[config.mk]
export PLATFORM = sky130hd
export DESIGN_NAME = sprite_rom_arbiter
export DESIGN_NICKNAME = d
export VERILOG_FILES = /design/src/rtl/sprite_rom_arbiter.sv
export SDC_FILE = /design/constraint.sdc
export NUM_CORES = 1
export LEC_CHECK = 0
export CAP_MARGIN = 20
export CORE_MARGIN = 4
export CORE_UTILIZATION = 40
export CTS_CLUSTER_DIAMETER = 100
export CTS_CLUSTER_SIZE = 24
export DETAILED_ROUTE_END_ITERATION = 10
export PLACE_DENSITY = 0.75
export SLEW_MARGIN = 30
export SYNTH_ARGS = -nofsm -noshare
export SYNTH_HDL_FRONTEND = slang
export SYNTH_SLANG_ARGS = --single-unit
export TNS_END_PERCENT = 10
[constraint.sdc]
create_clock -name vga_clk -period 3.3 [get_ports vga_clk]
set_input_delay 0.495 -clock vga_clk [delete_from_list [all_inputs] [get_ports vga_clk]]
set_output_delay 0.495 -clock vga_clk [all_outputs]
set_load 0.1 [all_outputs]
[src/rtl/sprite_rom_arbiter.sv]
// Round-robin arbiter that shares one synchronous sprite ROM between NREQ requesters.
// A ROM_LAT-deep tag pipeline sends each returned palette index back to the requester that issued it.
module sprite_rom_arbiter #(
   parameter int NREQ    = 4,
   parameter int AW      = 13,
   parameter int DW      = 4,
   parameter int ROM_LAT = 1
) (
   input  logic               vga_clk,
   input  logic               reset_n,
   input  logic               en,
   input  logic [NREQ-1:0]    req,
   input  logic [NREQ*AW-1:0] addr,
   output logic [NREQ-1:0]    gnt,
   output logic [AW-1:0]      rom_address,
   input  logic [DW-1:0]      rom_q,
   output logic [NREQ-1:0]    rvalid,
   output logic [DW-1:0]      rdata,
   output logic               busy
);

   localparam int PW = (NREQ > 1) ? $clog2(NREQ) : 1;

   logic [PW-1:0]      rr_ptr_q, rr_ptr_d;
   logic [AW-1:0]      addr_q, addr_d;
   logic [ROM_LAT-1:0] tag_vld_q, tag_vld_d;
   logic [NREQ-1:0]    tag_oh_q [ROM_LAT];
   logic [NREQ-1:0]    tag_oh_d [ROM_LAT];

   logic               grant_s;
   logic [PW-1:0]      gidx_s;
   logic [PW:0]        cand_s;
   logic               hit_s;

   // Scan from rr_ptr downwards in priority so the nearest requester at or after rr_ptr wins.
   always_comb begin
      grant_s = 1'b0;
      gidx_s  = '0;
      cand_s  = '0;
      hit_s   = 1'b0;
      for (int k = NREQ - 1; k >= 0; k--) begin
         cand_s  = {1'b0, rr_ptr_q} + (PW+1)'(k);
         cand_s  = (cand_s >= (PW+1)'(NREQ)) ? (cand_s - (PW+1)'(NREQ)) : cand_s;
         hit_s   = reset_n & en & req[cand_s[PW-1:0]];
         grant_s = grant_s | hit_s;
         gidx_s  = hit_s ? cand_s[PW-1:0] : gidx_s;
      end
   end

   // Grant, ROM address mux and next pointer; the address register holds the last grant to keep the ROM bus quiet.
   always_comb begin
      gnt         = grant_s ? (NREQ'(1'b1) << gidx_s) : '0;
      rom_address = grant_s ? addr[gidx_s*AW +: AW] : addr_q;
      addr_d      = rom_address;
      if (grant_s) begin
         rr_ptr_d = (gidx_s == PW'(NREQ - 1)) ? '0 : (gidx_s + PW'(1));
      end else begin
         rr_ptr_d = rr_ptr_q;
      end
   end

   // Tag pipeline next state: stage 0 records who was granted, later stages shift.
   always_comb begin
      tag_vld_d[0] = grant_s;
      tag_oh_d[0]  = gnt;
      for (int s = 1; s < ROM_LAT; s++) begin
         tag_vld_d[s] = tag_vld_q[s-1];
         tag_oh_d[s]  = tag_oh_q[s-1];
      end
   end

   // State registers; an asynchronous reset drops every read still in flight.
   always_ff @(posedge vga_clk or negedge reset_n) begin
      if (!reset_n) begin
         rr_ptr_q  <= '0;
         addr_q    <= '0;
         tag_vld_q <= '0;
         for (int s = 0; s < ROM_LAT; s++) begin
            tag_oh_q[s] <= '0;
         end
      end else begin
         rr_ptr_q  <= rr_ptr_d;
         addr_q    <= addr_d;
         tag_vld_q <= tag_vld_d;
         for (int s = 0; s < ROM_LAT; s++) begin
            tag_oh_q[s] <= tag_oh_d[s];
         end
      end
   end

   assign rvalid = tag_vld_q[ROM_LAT-1] ? tag_oh_q[ROM_LAT-1] : '0;
   assign rdata  = rom_q;
   assign busy   = |tag_vld_q;

endmodule
==> flow_summary.ini <==
[global_route]
grt_usage_pct = 20.0
overflow = 0
antenna_found_initial = 0
grt_pass1_wl_um = 10500
grt_pass1_vias = 2261
grt_max_degree = 29

[floorplanning]
core-area_um2 = 5170
start_util_pct = 42.0
chipWidth_um = 81.7
die_height_um = 81.7
ios = 89
dieArea_um2 = 6680
rows = 26

[timing]
final-setup-viol-count = 0
fin_setup_tns_ps = 0
worst_pin_slew_ps = 963
drv_slew = 0
rsz0062_at_grt = yes
setup_ws_ps = 70.6
slew_headroom_pct = 35.6
skew_ps = 1.03
max_freq_ghz = 0.310
timing.final.crit_share_pct = 97.9
fin_crit_ps = 3230
finalHoldViolations = 0

[route]
via_count = 2189
drc_errors = 0
vias_per_cell = 5.63
wl_um = 6730
dr.pass1.iters = 4
ant_nets = 0
drtIter0Drc = 97
wire_per_inst_um = 17.3

[yosys]
ys_async_sr_fraction_pct = 100
synthFlopType = dfrtp_1
syn_inst = 220
ys_seq_area_share_pct = 23.0
syn-num-nets = 287
syn_area_per_cell_um2 = 9.88
yosys.cell_types.count = 51
synth_area_um2 = 2170
synth_edf_count = 0
ys_ff_latch = 20
ys_warn_count = 0

[setup_path]
crit_path_start = req[3]
cp_slowest_cell = mux4_2
path_buf_inv = 4
start_kind = input pin
crit_chain = dlygate4sd2_1 -> mux4_2 -> and2b_4 -> a21o_4 -> buf_12 -> mux2i_1 -> a221o_1 -> o211ai_1 -> buf_4 -> buf_12
cpLargestDelayFamily = buffers and inverters
endpoint_kind = output port
crit_fanout = 6
crit_required_ps = 2800
critPathKind = input pin to output port
worst_path_largest_cell_delay_ps = 470
r2r_start = rr_ptr_q[1]
path_common_cell = buf_12
critical_path_arrival_ps = 2730

[clock_tree]
clk_latency_ps = 260
htreeDepth = 1
clock_path_buffers = 2
clk_pin_slew_ps = 80
cts_made_buffers = 3
cts_tree = built
cts.root.buffer_cell = clkbuf_8
cts.sinks = 20
cts_hold_buf = 0

[layout]
final_nets = 387
seqCellArea_um2 = 503
area_delta_synth_final_pct = 61.8
fill_cells = 390
antennaDiodeCount = 0
multi_input_area_um2 = 1450
drive_gt1_share_pct = 30.7

[power_and_ir_drop]
p_sw_share_pct = 52.6
seqPwrFrac_pct = 11.7
p_comb_share_pct = 81.1
power.switching_mw = 1.83
vdd_drop_max_uv = 686
power.leakage_nw = 1.49
p_clk_share_pct = 7.3
power.density_nw_per_um2 = 987
p_int_mw = 1.64

[flow_run]
cap_violations = 0

[placed_design]
dpl.hpwl_um = 4930
place_ws_ps = -87.5
gp_congestion = 0.842
portBuffers = 80

[status]
status = finished, final reports clean

[worst_hold_path]
hold_path_class = input pin to async pin
logic make-up after synthesis:
group           Yosys count  synth area share, %
compound gates           57                 26.6
buf+inv                  41                 12.0
fa+ha+maj                 4                 2.30
mux                      45                 22.4
simple gates             53                 13.7
flops                    20                 23.0
power groups by stage:
stage | registers (mW) | clock network, mW | logic (mW)
after floorplan | 0.423 | 0 | 1.76
after global placement | 0.408 | 0 | 2.67
after detailed placement | 0.414 | 0 | 2.69
after CTS | 0.405 | 0.256 | 2.79
after global routing | 0.416 | 0.265 | 2.93
final | 0.406 | 0.252 | 2.81
flip-flops by register name, summed over array words and instances (netlist names):
name	flops
busy	1
tag_oh_q	4
rr_ptr_q	2
addr_q	13
metal layers:
| layer | routed length, µm | GRT usage (%) | share of wire (%) | vias to the layer above |
|---|---|---|---|---|
| met2 | 3410 | 35.3 | 51 | 70 |
| met4 | 78 | 4.98 | 1.2 | 0 |
| met5 | 0 | 0 | 0 | - |
| li1 | - | - | - | 1026 |
| met3 | 403 | 3.29 | 6.0 | 8 |
| met1 | 2840 | 25.4 | 42 | 1085 |
cells in the final DEF (no fill, tap or decap), types with 2 or more instances in the layout:
master / instances
mux4_2: 2
nor2_1: 3
o22a_1: 12
clkbuf_8: 3
mux2_1: 3
and2b_4: 2
clkdlybuf4s15_1: 2
ha_1: 4
mux2_2: 2
o211ai_1: 3
buf_12: 20
inv_1: 16
nand2_1: 13
buf_4: 34
mux2i_1: 37
inv_2: 2
clkdlybuf4s50_1: 53
a221o_1: 13
dfrtp_1: 18
nor3_1: 14
dfrtp_2: 2
nand2b_1: 2
dlygate4sd2_1: 3
and2_1: 8
nand3b_1: 2
buf_16: 2
buf_6: 3
o211ai_2: 9
worst paths after layout:
| path | end | slack (ps) | cells past startpoint |
|---|---|---|---|
| max | rom_address[12] | 70 | 10 |
| min | addr_q[0] | 420 | 2 |
| max reg2reg | rr_ptr_q[1] | 810 | 8 |
| min reg2reg | addr_q[3] | 530 | 2 |
| max in group asynchronous | rr_ptr_q[1] | 2680 | 2 |
| min in group vga_clk | addr_q[3] | 530 | 2 |
Yosys cell counts (2+ instances only):
library cell	instances	area share, %
a211oi_2	2	1.2
a221o_1	13	6.0
a22oi_1	2	0.69
and2_1	8	2.3
and2b_4	2	0.92
buf_2	3	0.69
buf_4	7	2.4
buf_6	8	4.1
clkbuf_1	4	0.69
dfrtp_1	20	23
ha_1	4	2.3
inv_1	16	2.8
inv_2	2	0.35
mux2_1	3	1.6
mux2_2	2	1.0
mux2i_1	37	17
mux4_2	2	2.1
nand2_1	14	2.4
nand2b_1	2	0.58
nand3b_1	2	0.69
nor2_1	3	0.52
nor3_1	14	3.2
o211ai_1	3	1.0
o211ai_2	9	5.2
o22a_1	12	4.8
stage by stage:
| step | hold WS [ps] | util [%] | instances | power [mW] | instance area (µm²) |
|---|---|---|---|---|---|
| 2_1_floorplan | 199 | - | 220 | 2.19 | 2170 |
| 3_3_place_gp | 502 | 64.1 | 379 | 3.07 | 3310 |
| 3_5_place_dp | 514 | 64.1 | 379 | 3.10 | 3310 |
| 4_1_cts | 385 | 67.2 | 388 | 3.45 | 3480 |
| 5_1_grt | 458 | 68.0 | 389 | 3.61 | 3520 |
| 6_report | 423 | 68.0 | 389 | 3.47 | 3520 |
timing repair:
action | 4_1_cts | 5_1_grt
setup buffers | 3 | 1
gates resized for setup | 11 | 11
endpoints found under the setup margin | 15 | 15
pin swaps | 4 | 6
gates cloned | 2 | 0
final cells by class:
class,instances,area share (%)
Sequential cell,20,14.3
Clock inverter,1,0.854
Tap cell,70,2.49
Multi-Input combinational cell,159,41.3
Inverter,18,1.92
Clock buffer,3,1.17
Timing Repair Buffer,118,37.9
Power figures use the tool's default switching activity.
